==> src/rtl/uart_command_decoder.sv <==
// uart_command_decoder
// Turns a stream of UART bytes into single 32-bit device-bus transactions.
// Packet: cmd (bit7=1 write), device id, addr hi, addr lo, [4 data bytes MSB first].
// Read results go back over the UART TX handshake as 4 bytes, MSB first.
// Optional: define UART_CMD_WRITE_ACK_EN to send an 8'hA5 ack after each write.
module uart_command_decoder #(
    parameter int unsigned INTERBYTE_TIMEOUT = 4096,
    parameter int unsigned READ_TIMEOUT      = 256,
    parameter logic [31:0] TIMEOUT_FILL      = 32'hFFFF_FFFF
) (
    input  logic        iGlobalClock,
    input  logic        iGlobalReset,
    input  logic        iUartByteAvailable,
    input  logic [7:0]  iUartRx,
    input  logic        iUartTxReady,
    output logic        oUartTxByteAvailable,
    output logic [7:0]  oUartTx,
    output logic [7:0]  oBusDeviceId,
    output logic [15:0] oBusAddress,
    output logic [31:0] oBusWriteData,
    output logic        oBusWriteEnable,
    output logic        oBusReadEnable,
    input  logic [31:0] iBusReadData,
    input  logic        iBusReadDataValid,
    output logic        oBusy,
    output logic        oProtocolError
);

    localparam logic [3:0] S_IDLE      = 4'd0;
    localparam logic [3:0] S_DEV       = 4'd1;
    localparam logic [3:0] S_ADDR_H    = 4'd2;
    localparam logic [3:0] S_ADDR_L    = 4'd3;
    localparam logic [3:0] S_DATA      = 4'd4;
    localparam logic [3:0] S_WRITE     = 4'd5;
    localparam logic [3:0] S_READ_REQ  = 4'd6;
    localparam logic [3:0] S_READ_WAIT = 4'd7;
    localparam logic [3:0] S_TX        = 4'd8;
    localparam logic [3:0] S_TX_GAP    = 4'd9;

    localparam int unsigned IB_W = $clog2(INTERBYTE_TIMEOUT + 1);
    localparam int unsigned RD_W = $clog2(READ_TIMEOUT + 1);

    logic [3:0]      state;
    logic            rx_prev;
    logic            accept;
    logic            collecting;
    logic            ib_expired;
    logic [IB_W-1:0] ib_cnt;
    logic [RD_W-1:0] rd_cnt;
    logic [1:0]      byte_cnt;
    logic            is_write;
    logic [31:0]     tx_shift;
    logic [2:0]      tx_left;

    assign accept          = iUartByteAvailable & ~rx_prev;
    assign collecting      = (state == S_DEV) || (state == S_ADDR_H) ||
                             (state == S_ADDR_L) || (state == S_DATA);
    assign ib_expired      = collecting && !accept &&
                             (ib_cnt == IB_W'(INTERBYTE_TIMEOUT - 1));
    assign oBusWriteEnable = (state == S_WRITE);
    assign oBusReadEnable  = (state == S_READ_REQ);
    assign oBusy           = (state != S_IDLE);

    // Previous byte-available level for rising-edge accept detection
    always_ff @(posedge iGlobalClock or posedge iGlobalReset) begin
        if (iGlobalReset) rx_prev <= 1'b0;
        else              rx_prev <= iUartByteAvailable;
    end

    // Inter-byte gap counter: runs only while collecting, cleared by every accept
    always_ff @(posedge iGlobalClock or posedge iGlobalReset) begin
        if (iGlobalReset)               ib_cnt <= '0;
        else if (accept || !collecting) ib_cnt <= '0;
        else                            ib_cnt <= ib_cnt + 1'b1;
    end

    // Packet assembly, bus sequencing and response transmission
    always_ff @(posedge iGlobalClock or posedge iGlobalReset) begin
        if (iGlobalReset) begin
            state                <= S_IDLE;
            rd_cnt               <= '0;
            byte_cnt             <= '0;
            is_write             <= 1'b0;
            tx_shift             <= '0;
            tx_left              <= '0;
            oUartTxByteAvailable <= 1'b0;
            oUartTx              <= '0;
            oBusDeviceId         <= '0;
            oBusAddress          <= '0;
            oBusWriteData        <= '0;
            oProtocolError       <= 1'b0;
        end else begin
            oUartTxByteAvailable <= 1'b0;
            oProtocolError       <= 1'b0;
            case (state)
                S_IDLE: begin
                    if (accept) begin
                        is_write <= iUartRx[7];
                        state    <= S_DEV;
                    end
                end
                S_DEV: begin
                    if (accept) begin
                        oBusDeviceId <= iUartRx;
                        state        <= S_ADDR_H;
                    end else if (ib_expired) begin
                        oProtocolError <= 1'b1;
                        state          <= S_IDLE;
                    end
                end
                S_ADDR_H: begin
                    if (accept) begin
                        oBusAddress[15:8] <= iUartRx;
                        state             <= S_ADDR_L;
                    end else if (ib_expired) begin
                        oProtocolError <= 1'b1;
                        state          <= S_IDLE;
                    end
                end
                S_ADDR_L: begin
                    if (accept) begin
                        oBusAddress[7:0] <= iUartRx;
                        byte_cnt         <= '0;
                        state            <= is_write ? S_DATA : S_READ_REQ;
                    end else if (ib_expired) begin
                        oProtocolError <= 1'b1;
                        state          <= S_IDLE;
                    end
                end
                S_DATA: begin
                    if (accept) begin
                        oBusWriteData <= {oBusWriteData[23:0], iUartRx};
                        byte_cnt      <= byte_cnt + 1'b1;
                        if (byte_cnt == 2'd3) state <= S_WRITE;
                    end else if (ib_expired) begin
                        oProtocolError <= 1'b1;
                        state          <= S_IDLE;
                    end
                end
                S_WRITE: begin
`ifdef UART_CMD_WRITE_ACK_EN
                    tx_shift <= {8'hA5, 24'h000000};
                    tx_left  <= 3'd1;
                    state    <= S_TX;
`else
                    state    <= S_IDLE;
`endif
                end
                S_READ_REQ: begin
                    rd_cnt <= '0;
                    state  <= S_READ_WAIT;
                end
                S_READ_WAIT: begin
                    if (iBusReadDataValid) begin
                        tx_shift <= iBusReadData;
                        tx_left  <= 3'd4;
                        state    <= S_TX;
                    end else if (rd_cnt == RD_W'(READ_TIMEOUT - 1)) begin
                        tx_shift       <= TIMEOUT_FILL;
                        tx_left        <= 3'd4;
                        oProtocolError <= 1'b1;
                        state          <= S_TX;
                    end else begin
                        rd_cnt <= rd_cnt + 1'b1;
                    end
                end
                S_TX: begin
                    if (iUartTxReady) begin
                        oUartTx              <= tx_shift[31:24];
                        oUartTxByteAvailable <= 1'b1;
                        tx_shift             <= {tx_shift[23:0], 8'h00};
                        tx_left              <= tx_left - 3'd1;
                        state                <= S_TX_GAP;
                    end
                end
                S_TX_GAP: begin
                    state <= (tx_left == 3'd0) ? S_IDLE : S_TX;
                end
                default: state <= S_IDLE;
            endcase
        end
    end

endmodule

==> config.mk <==
export PLATFORM = sky130hd
export DESIGN_NAME = uart_command_decoder
export DESIGN_NICKNAME = d
export VERILOG_FILES = /design/src/rtl/uart_command_decoder.sv
export SDC_FILE = /design/constraint.sdc
export NUM_CORES = 1
export LEC_CHECK = 0
export ABC_AREA = 1
export CORE_AREA = 2 2 127 105
export DETAILED_ROUTE_END_ITERATION = 12
export DIE_AREA = 0 0 129 107
export PLACE_DENSITY = 0.75
export SETUP_SLACK_MARGIN = 0.5
export SYNTH_ARGS = -nofsm -noshare
export SYNTH_HDL_FRONTEND = slang
export SYNTH_SLANG_ARGS = --single-unit
==> constraint.sdc <==
create_clock -name iGlobalClock -period 5 [get_ports iGlobalClock]
set_clock_uncertainty 0.05 [all_clocks]
set_input_delay 1.25 -clock iGlobalClock [delete_from_list [all_inputs] [get_ports iGlobalClock]]
set_output_delay 1.25 -clock iGlobalClock [all_outputs]
set_load 0.01 [all_outputs]
==> Word level (Yosys, flattened, before mapping) <==
Index checks and enable logic that the tools add are counted.
{ "op_classes": {"add_sub_neg": 4, "n_eq_ne": 20, "n_mux": 35, "bitwise_logic": 2, "n_reduce_logical": 25} }
{ "ops": {"columns": ["op", "count"], "rows": [
  ["$mux 32", 3],
  ["$pmux 32 s2", 1],
  ["$mux 4", 11],
  ["$pmux 4 s9", 1],
  ["$mux 9", 2],
  ["$pmux 9 s2", 1],
  ["$eq 4x3->1 const B", 4],
  ["$add 13x1->13 const B", 1],
  ["$eq 13x12->1 const B", 1],
  ["$mux 13", 1],
  ["$ne 2x2->1 const B", 6],
  ["$reduce_and 2->1", 6],
  ["$add 9x1->9 const B", 1],
  ["$eq 9x8->1 const B", 1],
  ["$mux 3", 3],
  ["$reduce_and 3->1", 3],
  ["$eq 4x2->1 const B", 2],
  ["$eq 4x4->1 const B", 2],
  ["$mux 1", 6],
  ["$mux 2", 3],
  ["$pmux 3 s2", 1],
  ["$reduce_bool 2->1", 3],
  ["$eq 4x1->1 const B", 1],
  ["$logic_not 4->1", 1],
  ["16 further kinds", 21]
]} }
{ "word_totals": {"ff_bits": 131, "inputBits": 45, "out_inout_bits": 69, "word_cells": 101} }

==> Depth between registers and ports, before layout <==
Gate-level depths: netlist of the first run.
{ "logic_depth": {"ltp_word": 9, "depth_mapped": 13, "depth_no_buf": 13} }

==> Worst setup path before layout of the first run <==
No wires, ideal clock.
{ "synth_path": {"path_kind": "in2reg", "startpoint": "input iUartByteAvailable", "endpoint": "register oBusWriteData[10]", "setup_time_ns": 0.125, "arrival_time_ns": 2.132, "setup_slack_ns": 2.693, "cell_stages": 6, "path_cell_list": "nand2_1 > inv_1 > buf_2 > nand2_2 > buf_6 > mux2_2"} }
{ "synth_between": {"elab_chain_cells": 2} }
{ "synth_lines": {"columns": ["element", "line_no", "text"], "rows": [
  ["from (decl)", "13", "input logic iUartByteAvailable,"],
  ["$and 1x1->1", "55", "assign accept = iUartByteAvailable & ~rx_prev;"],
  ["$reduce_and 2->1 (no line)", null, null],
  ["to (signal assigned)", "132", "oBusWriteData <= {oBusWriteData[23:0], iUartRx};"],
  ["to (decl)", "20", "output logic [31:0] oBusWriteData,"]
]} }
Every way passes these cells.
A chain may end at the register's enable or synchronous reset.

==> Worst setup path in the final report of the first run <==
{ "layout_path": {"startpoint": "register state[0]", "endpoint": "output oBusReadEnable"} }
{ "layout_between": {"elab_chain_cells": 1} }
{ "layout_lines": {"columns": ["element", "line_no", "text"], "rows": [
  ["from (decl)", "43", "logic [3:0] state;"],
  ["from (signal assigned)", "124", "state <= is_write ? S_DATA : S_READ_REQ;"],
  ["from (signal assigned)", "177", "state <= (tx_left == 3'd0) ? S_IDLE : S_TX;"],
  ["$eq 4x3->1", "61", "assign oBusReadEnable = (state == S_READ_REQ);"],
  ["to (decl)", "22", "output logic oBusReadEnable,"]
]} }
Every way passes these cells.

==> flow_summary.yaml, run 1 <==
yosys:
  synth.area.mux_share_pct: 1.95
  synthXorXnorAreaFrac_pct: 0.455
  yosysUniqueCellTypes: 30
  ys.warnings.count: 0
  syn_area_um2: 5770
  synth_top_family_by_area: "simple AND/OR/NAND/NOR gates"
  synth-simple-area-share_pct: 16.6
  synthAdderAreaFrac_pct: 1.30
  syn_nets: 698
  seq_area_frac_synth_pct: 56.8
  syn_inst: 647
  syn_area_per_cell_um2: 8.92
  synth-seq-cells: 131
  synth_compound_area_share_pct: 14.7
clock_network:
  cts.repair.resized: 0
  numCtsBuffers: 17
  clkTransAtPathRegs_ns: 0.05
  cts-root-buf: "clkbuf_16"
  htreeDepth: 4
  cts.sinks: 131
  postCtsHoldBufs: 0
  clock_latency_ns: 0.41
  cts_setup_buffers: 0
  cts_buffer_depth: 2
  cts_tree: "yes"
placed_design:
  place.gp.congestion: 0.864
  portBuffers: 113
  dpl_worst_slack_ns: 1.48
  dp_hpwl_mm: 8.79
min_path:
  hold-path-cell-count: 1
  min_path_type: "reg2reg"
  hp-start: "ib_cnt[0]"
  hold_end: "ib_cnt[0]"
final_layout:
  seq_area_um2: 3280
  fillers: 1029
  multi_input_area_um2: 2020
  utilization_pct: 60.8
  n_antenna_cell: 0
  synthToLayoutAreaGrowth_pct: 32.2
  drive_gt1_share_pct: 8.08
  nets: 805
routing:
  drc: 0
  viasPerCell: 4.84
  firstDrtPassIters: 4
  routed_wl_mm: 12.9
  drt_iter0_markers: 356
  vias: 4563
  wl_per_cell_um: 13.7
  antenna_left: 0
sta:
  fin_crit_sh_pct: 67.7
  min_period_ns: 3.39
  rsz0062_at_grt: "no"
  finalSetupViolations: 0
  relSlewSlack_pct: 35.0
  fin_ws_ns: 1.61
  timing.setup.tns_ns: 0
  final_hold_viol_count: 0
  slew_violations: 0
  worst_pin_slew_ns: 0.974
  clock.fmax_mhz: 295
power:
  vdd_drop_max_mv: 0.318
  cellPowerDensity_nw_per_um2: 595
  leakage_nw: 3.60
global_route:
  grt.overflow.total: 0
  grt_usage_pct: 20.1
  grt_first_pass_wirelength_mm: 21.8
  antenna_found_initial: 0
  grt_pass1_vias: 4435
  grt_max_degree: 88
worst_setup_path:
  cp_max_fo: 7
  critPathMaxStageDelay_ns: 0.62
  crit_buf_inv: 2
  critPathLaunchType: "flip-flop"
  critical_path.top_delay_family: "buffers and inverters"
  rr_startpoint: "rd_cnt[0]"
  worstSetupPathType: "reg2out"
  endpoint_kind: "output pin"
  reg2reg_depth: 12
  cp_cell_sequence: "inv_1, nand2_1, nor2_1, clkdlybuf4s50_1"
  timing.rr.end: "tx_shift[2]"
  reg2reg_slack_ns: 2.21
  cp.required_ns: 3.70
  worstPathArrival_ns: 2.09
  critPathSlowestCell: "clkdlybuf4s50_1"
floorplanning:
  row_count: 37
  start_util_pct: 46.0
  coreArea_um2: 12500
  ios: 114
  die_x_um: 129
  die_h_um: 107
  die_area_um2: 13800
outcome:
  status: "finished, final reports clean"
flow_run:
  maxCapViolations: 0
## cells in the final DEF, fill, tap and decap left out, drive strengths merged
| master | synthesis | layout |
|---|---|---|
| o22ai | 10 | 10 |
| xnor2 | 1 | 1 |
| mux2 | 10 | 10 |
| clkdlybuf4s50 | 0 | 113 |
| bufinv | 0 | 5 |
| nand2 | 139 | 139 |
| o21ai | 137 | 137 |
| inv | 81 | 80 |
| buf | 14 | 1 |
| ha | 6 | 6 |
| nor2 | 58 | 58 |
| a21oi | 15 | 15 |
| clkbuf | 12 | 19 |
| clkinvlp | 0 | 5 |
| a31oi | 3 | 3 |
| nor3 | 3 | 3 |
| dfrtp | 131 | 131 |
| nand4 | 1 | 1 |
| clkinv | 0 | 4 |
| xor2 | 2 | 2 |
| nand3 | 24 | 24 |
## where the power goes
group	total, mW	internal, mW	switching, mW
clock network	1.36	0.897	0.461
logic	1.48	0.711	0.770
registers	1.70	1.48	0.226
## through the flow
| stage | instances | hold WS (ns) | area [um^2] | power (mW) |
|---|---|---|---|---|
| global route | 942 | 0.438 | 7630 | 4.83 |
| CTS | 942 | 0.416 | 7630 | 4.57 |
| finish | 942 | 0.411 | 7630 | 4.54 |
| floorplan | 647 | 0.380 | 5770 | 2.49 |
| global placement | 910 | 0.393 | 6980 | 3.12 |
| detailed placement | 910 | 0.409 | 6980 | 3.19 |
## cells in the mapped netlist (all sizes together)
library cell / number / share of area [%]
xnor2: 1 / 0.15
o22ai: 10 / 1.1
a21oi: 15 / 1.4
clkbuf: 12 / 0.78
ha: 6 / 1.3
nand2: 139 / 9.6
nor2: 58 / 4.4
nor3: 3 / 0.35
inv: 81 / 5.3
nand4: 1 / 0.11
a31oi: 3 / 0.33
buf: 14 / 2.1
nand3: 24 / 2.2
dfrtp: 131 / 57
mux2: 10 / 2.0
xor2: 2 / 0.30
o21ai: 137 / 12
## worst max path at each step
| stage | depth (start not counted) | from | end | slack, ns |
|---|---|---|---|---|
| 2_1_floorplan | 1 | iGlobalReset | byte_cnt[0] | 2.08 |
| 6_report | 4 | state[0] | oBusReadEnable | 1.61 |
| 3_3_place_gp | 8 | iUartByteAvailable | state[3] | 1.56 |
| 5_1_grt | 4 | state[0] | oBusReadEnable | 1.49 |
| 4_1_cts | 4 | state[0] | oBusReadEnable | 1.62 |
| 3_5_place_dp | 8 | iUartByteAvailable | state[3] | 1.48 |
## cells by family (layout without fill, tap and decap cells)
group,count (synthesis),after routing
mux,10,10
compound gates,165,165
xor+xnor,3,3
buf+inv,107,227
flops,131,131
simple gates,225,225
fa+ha+maj,6,6
## area by class of cell
| type | count | share of cell area (%) |
|---|---|---|
| Clock buffer | 19 | 5.81 |
| Clock inverter | 13 | 2.72 |
| Inverter | 81 | 4.03 |
| Multi-Input combinational cell | 409 | 26.5 |
| Sequential cell | 131 | 43.0 |
| Tap cell | 175 | 2.87 |
| Timing Repair Buffer | 114 | 15.1 |
## sequential cells by signal, indices dropped and copies added, names as in the netlist, 2 cells and up
name           flops
oUartTx            8
tx_shift          32
oBusDeviceId       8
byte_cnt           2
oBusWriteData     32
ib_cnt            13
oBusAddress       16
tx_left            3
rd_cnt             9
state              4
## metal layers
layer	vias up	share of wire, %	track usage, %
met5	-	0	0
met4	0	1.0	6.44
met3	10	3.1	4.99
met2	82	49	31.0
met1	2170	47	28.1
li1	2301	-	-
Note: power is estimated with default switching activity, not from simulation.
==> inputs of run 2 (changes only) <==
Clock period 5 ns to 2.9 ns, I/O delays scaled along.
==> flow_summary.yaml, run 2 (synthesis gave the netlist of run 1 again) <==
outcome:
  status: "finished, final reports clean"
floorplanning:
  coreArea_um2: 12500
  start_util_pct: 46.0
  row_count: 37
  die_area_um2: 13800
  die_h_um: 107
  ios: 114
  die_x_um: 129
min_path:
  min_path_type: "reg2reg"
placed_design:
  dp_hpwl_mm: 8.97
  portBuffers: 113
  place.gp.congestion: 0.794
worst_setup_path:
  worstSetupPathType: "reg2out"
  cp_max_fo: 6
  endpoint_kind: "output pin"
  worstPathArrival_ns: 1.50
  cp.required_ns: 2.12
  timing.rr.end: "tx_shift[17]"
  reg2reg_slack_ns: 0.65
  critPathLaunchType: "flip-flop"
  rr_startpoint: "rd_cnt[0]"
  reg2reg_depth: 13
  worstSetupStartpoint: "state[3]"
  worstSetupEndpoint: "oBusWriteEnable"
routing:
  wl_per_cell_um: 14.0
  routed_wl_mm: 13.5
  drc: 0
  drt_iter0_markers: 351
  firstDrtPassIters: 5
  vias: 4710
  viasPerCell: 4.88
  antenna_left: 0
global_route:
  grt_usage_pct: 19.8
  grt_max_degree: 132
  antenna_found_initial: 0
  grt.overflow.total: 0
  grt_first_pass_wirelength_mm: 21.3
  grt_pass1_vias: 4498
power:
  leakage_nw: 3.74
  cellPowerDensity_nw_per_um2: 1010
  vdd_drop_max_mv: 0.483
clock_network:
  cts_buffer_depth: 2
  numCtsBuffers: 17
  cts.sinks: 131
  htreeDepth: 4
  cts_tree: "yes"
  clock_latency_ns: 0.42
  postCtsHoldBufs: 0
  clkTransAtPathRegs_ns: 0.06
  cts-root-buf: "clkbuf_16"
final_layout:
  utilization_pct: 62.3
  most-common-layout-cells: "132 x nand2_1, 127 x dfrtp_1, 110 x clkdlybuf4s50_1, 108 x o21ai_0, 75 x inv_1"
  largest_registers: "oBusWriteData: 32 flops, tx_shift: 32 flops, oBusAddress: 16 flops"
  drive_gt1_share_pct: 12.0
  fillers: 1024
  n_antenna_cell: 0
  final_common_cell: "nand2_1"
  nets: 828
  synthToLayoutAreaGrowth_pct: 35.5
sta:
  slew_violations: 0
  clock.fmax_mhz: 440
  timing.setup.tns_ns: 0
  relSlewSlack_pct: 50.6
  fin_crit_sh_pct: 78.4
  finalSetupViolations: 0
  min_period_ns: 2.27
  final_hold_viol_count: 0
  worst_pin_slew_ns: 0.740
  rsz0062_at_grt: "no"
flow_run:
  maxCapViolations: 0
run 2: worst min-delay path by stage:
stage	start	depth (start not counted)	slack (ns)	to
after floorplan	ib_cnt[0]	1	0.38	ib_cnt[0]
after global placement	ib_cnt[0]	1	0.39	ib_cnt[0]
after detailed placement	ib_cnt[0]	1	0.40	ib_cnt[0]
after CTS	ib_cnt[0]	1	0.41	ib_cnt[0]
after global routing	ib_cnt[0]	1	0.43	ib_cnt[0]
final	ib_cnt[0]	1	0.41	ib_cnt[0]
run 2: layout make-up:
type                            count  area (um^2)  share of cell area, %
Multi-Input combinational cell    410         2060                   26.4
Tap cell                          175          219                   2.80
Sequential cell                   131         3280                   42.0
Clock inverter                     12          154                   1.97
Clock buffer                       20          457                   5.84
Timing Repair Buffer              136         1330                   17.0
Inverter                           81          310                   3.97
run 2: layer usage:
| metal | GRT usage [%] | share of wire (%) | vias to the layer above |
|---|---|---|---|
| li1 | - | - | 2354 |
| met1 | 27.0 | 46 | 2242 |
| met2 | 30.7 | 49 | 100 |
| met3 | 4.89 | 3.9 | 14 |
| met4 | 7.22 | 1.2 | 0 |
| met5 | 0 | 0 | - |
run 2: timing repair:
item                                    CTS  global route
setup buffers                             0             8
resized for setup                         7            10
cloned                                    1             0
endpoints found under the setup margin   12            33
pin swaps                                 1             2
run 2: per-stage QoR:
stage | instances | hold slack, ns | total power [mW] | cell area, um^2 | worst slack (ns)
floorplan | 647 | 0.380 | 4.29 | 5770 | 0.502
global placement | 924 | 0.392 | 5.42 | 7100 | 0.540
detailed placement | 924 | 0.399 | 5.54 | 7100 | 0.476
CTS | 957 | 0.407 | 7.79 | 7740 | 0.293
global route | 965 | 0.433 | 8.32 | 7820 | 0.491
finish | 965 | 0.405 | 7.86 | 7820 | 0.626
run 2: report_power, final:
group / switching [mW] / internal, mW / total (mW)
sequential: 0.417 / 2.55 / 2.97
clock: 0.792 / 1.40 / 2.19
combinational: 1.38 / 1.32 / 2.70
total: 2.59 / 5.27 / 7.86
run 2: critical path: stages (launching register included):
cell           delay [ns]
dfrtp_2              0.44
inv_2                0.09
nand2_4              0.09
nor3_2               0.15
dlygate4sd2_1        0.30
